$ cat config.mk
export PLATFORM = sky130hd
export DESIGN_NAME = regfile_wb_arbiter
export DESIGN_NICKNAME = d
export VERILOG_FILES = /design/src/rtl/regfile_wb_arbiter_pkg.sv /design/src/rtl/wb_fifo.sv /design/src/rtl/regfile_wb_arbiter.sv
export SDC_FILE = /design/constraint.sdc
export NUM_CORES = 1
export LEC_CHECK = 0
export ABC_CLOCK_PERIOD_IN_PS = 2000
export BUFFER_PORTS_ARGS = -buffer_cell sky130_fd_sc_hd__buf_2
export CORE_ASPECT_RATIO = 1.75
export CORE_UTILIZATION = 54
export DETAILED_ROUTE_END_ITERATION = 16
export PLACE_DENSITY = 0.79
export SYNTH_ARGS = -nofsm -noshare
export SYNTH_HDL_FRONTEND = slang
export SYNTH_SLANG_ARGS = --single-unit
$ cat constraint.sdc
create_clock -name clk -period 2 [get_ports clk]
set_input_delay 0.1 -clock clk [delete_from_list [all_inputs] [get_ports clk]]
set_output_delay 0.1 -clock clk [all_outputs]
set_load 0.01 [all_outputs]
$ cat src/rtl/regfile_wb_arbiter_pkg.sv
// Shared writeback types for the register file write-port arbiter.
// Both writeback sources describe a write as a destination register plus data.
package regfile_wb_arbiter_pkg;

  localparam int WB_DATA_W = 32;
  localparam int WB_ADDR_W = 5;

  typedef struct packed {
    logic [WB_ADDR_W-1:0] rd;
    logic [WB_DATA_W-1:0] data;
  } wb_req_t;

endpackage

$ cat src/rtl/wb_fifo.sv
// Small synchronous FIFO of writeback requests with occupancy count.
// DEPTH must be a power of two so the pointers wrap naturally.
module wb_fifo
  import regfile_wb_arbiter_pkg::*;
#(
  parameter  int DEPTH = 2,
  localparam int PTR_W = $clog2(DEPTH),
  localparam int CNT_W = $clog2(DEPTH) + 1
) (
  input  logic             clk,
  input  logic             rst_n,
  input  logic             push_i,
  input  wb_req_t          push_data_i,
  input  logic             pop_i,
  output wb_req_t          head_o,
  output logic [CNT_W-1:0] count_o,
  output logic             full_o,
  output logic             empty_o
);

  wb_req_t          mem_q [DEPTH];
  logic [PTR_W-1:0] wrPtr_q;
  logic [PTR_W-1:0] rdPtr_q;
  logic [CNT_W-1:0] count_q;
  logic             doPush;
  logic             doPop;

  assign full_o  = (count_q == CNT_W'(DEPTH));
  assign empty_o = (count_q == '0);
  assign doPush  = push_i && !full_o;
  assign doPop   = pop_i && !empty_o;
  assign head_o  = mem_q[rdPtr_q];
  assign count_o = count_q;

  // Reset clears every slot so a discarded entry can never reappear at the head.
  always_ff @(posedge clk or negedge rst_n) begin
    if (!rst_n) begin
      wrPtr_q <= '0;
      rdPtr_q <= '0;
      count_q <= '0;
      for (int i = 0; i < DEPTH; i++) begin
        mem_q[i] <= '0;
      end
    end else begin
      if (doPush) begin
        mem_q[wrPtr_q] <= push_data_i;
        wrPtr_q        <= wrPtr_q + PTR_W'(1);
      end
      if (doPop) begin
        rdPtr_q <= rdPtr_q + PTR_W'(1);
      end
      case ({doPush, doPop})
        2'b10:   count_q <= count_q + CNT_W'(1);
        2'b01:   count_q <= count_q - CNT_W'(1);
        default: count_q <= count_q;
      endcase
    end
  end

endmodule

$ cat src/rtl/regfile_wb_arbiter.sv
// Shares the register file write port between the ALU writeback path (priority)
// and a buffered long-latency return path protected by a starvation counter.
module regfile_wb_arbiter
  import regfile_wb_arbiter_pkg::*;
#(
  parameter  int DATA_W     = WB_DATA_W,
  parameter  int ADDR_W     = WB_ADDR_W,
  parameter  int FIFO_DEPTH = 2,
  parameter  int STARVE_MAX = 4,
  localparam int CNT_W      = $clog2(FIFO_DEPTH) + 1
) (
  input  logic              clk,
  input  logic              rst_n,
  input  logic              alu_valid,
  input  logic [ADDR_W-1:0] alu_rd,
  input  logic [DATA_W-1:0] alu_data,
  output logic              alu_stall,
  input  logic              lsu_valid,
  output logic              lsu_ready,
  input  logic [ADDR_W-1:0] lsu_rd,
  input  logic [DATA_W-1:0] lsu_data,
  output logic              rf_we,
  output logic [ADDR_W-1:0] rf_addr,
  output logic [DATA_W-1:0] rf_data,
  output logic [CNT_W-1:0]  fifo_count
);

  localparam int STV_W = $clog2(STARVE_MAX + 1);

  wb_req_t           lsuReq;
  wb_req_t           headReq;
  logic              fifoFull;
  logic              fifoEmpty;
  logic              fifoPush;
  logic              fifoPop;
  logic              aluWins;
  logic              fifoWins;
  logic [STV_W-1:0]  starveCnt_q, starveCnt_d;
  logic              rfWe_q, rfWe_d;
  logic [ADDR_W-1:0] rfAddr_q, rfAddr_d;
  logic [DATA_W-1:0] rfData_q, rfData_d;

  assign lsuReq    = '{rd: lsu_rd, data: lsu_data};
  assign lsu_ready = !fifoFull;
  assign fifoPush  = lsu_valid && lsu_ready;

  wb_fifo #(.DEPTH(FIFO_DEPTH)) u_fifo (
    .clk        (clk),
    .rst_n      (rst_n),
    .push_i     (fifoPush),
    .push_data_i(lsuReq),
    .pop_i      (fifoPop),
    .head_o     (headReq),
    .count_o    (fifo_count),
    .full_o     (fifoFull),
    .empty_o    (fifoEmpty)
  );

  // The FIFO only sees registered occupancy, so a same-cycle push cannot win.
  always_comb begin
    fifoWins    = !fifoEmpty && (!alu_valid || (starveCnt_q == STV_W'(STARVE_MAX)));
    aluWins     = alu_valid && !fifoWins;
    fifoPop     = fifoWins;
    alu_stall   = alu_valid && !aluWins;
    starveCnt_d = starveCnt_q;
    rfWe_d      = 1'b0;
    rfAddr_d    = rfAddr_q;
    rfData_d    = rfData_q;

    if (fifoEmpty || fifoWins) begin
      starveCnt_d = '0;
    end else if (aluWins && (starveCnt_q != STV_W'(STARVE_MAX))) begin
      starveCnt_d = starveCnt_q + STV_W'(1);
    end

    // Writes to r0 are consumed like any other win but never enabled.
    if (aluWins) begin
      rfWe_d   = (alu_rd != '0);
      rfAddr_d = alu_rd;
      rfData_d = alu_data;
    end else if (fifoWins) begin
      rfWe_d   = (headReq.rd != '0);
      rfAddr_d = headReq.rd;
      rfData_d = headReq.data;
    end
  end

  always_ff @(posedge clk or negedge rst_n) begin
    if (!rst_n) begin
      starveCnt_q <= '0;
      rfWe_q      <= 1'b0;
      rfAddr_q    <= '0;
      rfData_q    <= '0;
    end else begin
      starveCnt_q <= starveCnt_d;
      rfWe_q      <= rfWe_d;
      rfAddr_q    <= rfAddr_d;
      rfData_q    <= rfData_d;
    end
  end

  assign rf_we   = rfWe_q;
  assign rf_addr = rfAddr_q;
  assign rf_data = rfData_q;

endmodule

==> results.yml <==
status:
  outcome: "complete, no violations"
synthesis:
  yosysSeqAreaShare_pct: 54.4
  synth_flop_cell: "dfrtp_1"
  synth_cell_types: 34
  yosys_warnings: 0
  syn_area_per_cell_sq_um: 14.3
  synthXorXnorAreaFrac_pct: 0.800
  synth_top_area_cell: "dfrtp_1"
  synth.area.mux_share_pct: 24.2
  synth_nets: 464
  synth_enable_flop_cells: 0
  ys_ff_latch: 119
  yosys.area_share.simple_pct: 6.54
  synthArstFlopShare_pct: 100
  synth_compound_area_share_pct: 8.74
  synth_fa_ha_area_share_pct: 0.686
  yosys-top-cells-count: "dfrtp_1, mux2i_1, mux2_2"
  synth_most_common_cell: "dfrtp_1"
  synth_top_family_by_area: "multiplexers"
  synth.top_cell.area_share_pct: 54.4
  netlist_instances: 383
  synth.cell_area_sq_um: 5470
  synthTopCellsByArea: "dfrtp_1, mux2_4, mux2_2"
clock_network:
  postCtsSetupBuffers: 0
  cts_tree: "yes"
  clockRootBuffer: "clkbuf_16"
  path_clk_slew_ps: 60
  clock_sinks: 119
  numCtsBuffers: 17
  ctsHtreeMaxLevel: 4
  cts_buffer_depth: 2
  clk-insertion-delay-late_ps: 410
global_routing:
  grtUsageTotal_pct: 27.9
  grt_pass1_wl_mm: 22.1
  antenna_found_initial: 1
  grt-ovfl-total: 0
  grt_start_max_net_pins: 59
  grt_pass1_vias: 4496
power_and_ir_drop:
  p_leak_nw: 3.45
  peakVddDrop_mv: 1.00
  pwr_density_cell_nw_per_um2: 1610
  total_power_mw: 12.1
final_layout:
  layout-drive-gt1-share_pct: 46.3
  area_delta_synth_final_pct: 37.3
  nNetsFinal: 658
  post-route-util_pct: 76.3
floorplan:
  die_area_sq_um: 10600
  core_area_sq_um: 9850
  die_h_um: 135
  initial_core_util_pct: 55.6
  rows: 48
  io_pins: 120
  dieWidth_um: 78.1
drt:
  routed-via-count: 4085
  drt_iter0_markers: 206
  drc: 0
  ant_nets: 0
  via_per_inst: 5.71
  drt-total-wl_mm: 13.8
  dr.pass1.iters: 4
  drt-wirelength-per-cell_um: 19.2
critical_path:
  endpoint_kind: "primary output"
  max_stage_delay_ps: 370
  path_class: "reg -> out"
  setup.worst_path.start_class: "register"
  cp_data_arrival_time_ps: 1810
  cp_max_fo: 33
  path_cells: "inv_1 > ha_2 > a21bo_2 > buf_8 > and3_1 > buf_2"
  crit_path_top_delay_cell: "dfrtp_1"
  crit_required_ps: 1900
sta:
  tns_ps: 0
  final.setup_skew_ps: 6.34
  max_freq_mhz: 523
  hold_ws_ps: 36.1
  setup_violations: 0
  worst_slack_ps: 88.8
  slew_headroom_pct: 60.8
  tightest_slew_ps: 588
  post-route-min-period_ps: 1910
  hold_viol_final: 0
  grt_setup_unrepaired: "false"
  drv_slew: 0
  fin_crit_sh_pct: 95.6
placement:
  place_ws_ps: 184
  port_buffers: 119
  gp_congestion: 0.779
  hpwl_mm: 8.17
job:
  maxCapViolCount: 0
worst_hold_path:
  hold_class: "in -> reg"
-- worst max-delay path: cells and delay by family (launching register included) --
kind / cells / cell delay (ps)
DFF: 1 / 370
AOI/OAI and AO/OA: 1 / 240
and+or+nand+nor: 1 / 190
adders and majority gates: 1 / 210
buffers and inverters: 3 / 380
-- through the flow --
step                area (sq um)  std cells
floorplan                   5470        383
global placement            6140        608
detailed placement          6140        608
CTS                         7500        715
global route                7510        716
finish                      7510        716
-- layer usage --
metal / vias up / wire [um] / track usage [%] / share of wire, %
met3: 24 / 679 / 7.14 / 4.9
met2: 156 / 7550 / 50.0 / 55
met1: 2080 / 5250 / 31.1 / 38
li1: 1825 / - / - / -
met5: - / 0 / 0 / 0
met4: 0 / 276 / 11.4 / 2.0
-- cells by family after synthesis --
family / after synthesis
xor+xnor: 5
mux: 112
compound gates: 45
buf+inv: 35
fa+ha+maj: 3
simple gates: 64
flops: 119
-- timing repair --
action                                 4_1_cts  5_1_grt
endpoints found under the hold margin      154        0
setup endpoints to repair                    1        1
hold buffers                                75        0
pin swaps                                    0        0
resized for setup                            2        3
-- registers in the layout, summed over array words and instances, names as in the netlist --
name and flops:
u_fifo.count_o 2, starveCnt_q 3, u_fifo.mem_q 74, rf_addr 5, rf_we 1, u_fifo.rdPtr_q 1
u_fifo.wrPtr_q 1, rf_data 32
-- where the power goes --
group	internal, mW	total [mW]	switching, mW
Sequential	3.62	4.42	0.802
Clock	1.96	3.11	1.15
Combinational	2.52	4.55	2.03
Total	8.10	12.1	3.98
-- layout make-up --
class                   count  area, sq um
clock buffers              17          425
inverters                   3         11.3
repair buffers            207         1510
clock inverters            15          180
flip-flops and latches    119         2980
diodes                      1         2.50
multi-input cells         229         2250
well taps                 125          156
fillers                   609         2340
-- path summary, 6_finish.rpt --
kind | from | to | slack [ps] | depth (start not counted)
worst max-delay path | starveCnt_q[0]$_DFFE_PN0P_ | alu_stall | 90 | 6
worst min-delay path | lsu_valid | u_fifo.wrPtr_q$_DFFE_PN0N_ | 40 | 3
worst max register to register | starveCnt_q[0]$_DFFE_PN0P_ | u_fifo.count_o[1]$_DFFE_PN0P_ | 240 | 8
worst min register to register | starveCnt_q[0]$_DFFE_PN0P_ | starveCnt_q[0]$_DFFE_PN0P_ | 480 | 1
max in group asynchronous | rst_n | rf_data[17]$_DFFE_PN0P_ | 1020 | 3
min in group asynchronous | rst_n | rf_data[14]$_DFFE_PN0P_ | 250 | 2
-- layout by cell type (no fill, tap or decap), drive strengths merged --
cell	n
buf	132
dfrtp	119
dlygate4sd3	75
mux2	74
mux2i	38
o221a	37
nand3	33
clkbuf	17
nand2	9
clkinv	8
nor3	7
a21oi	5
nor2	4
xnor2	4
inv	4
bufinv	3
clkinvlp	3
ha	3
nand2b	2
or4	2
diode	1
or2	1
a21bo	1
and3	1
or4b	1
o211a	1
o32ai	1
and3b	1
and4	1
nor3b	1
or3	1
xor2	1
No activity file was read; power rests on OpenSTA's default activity.
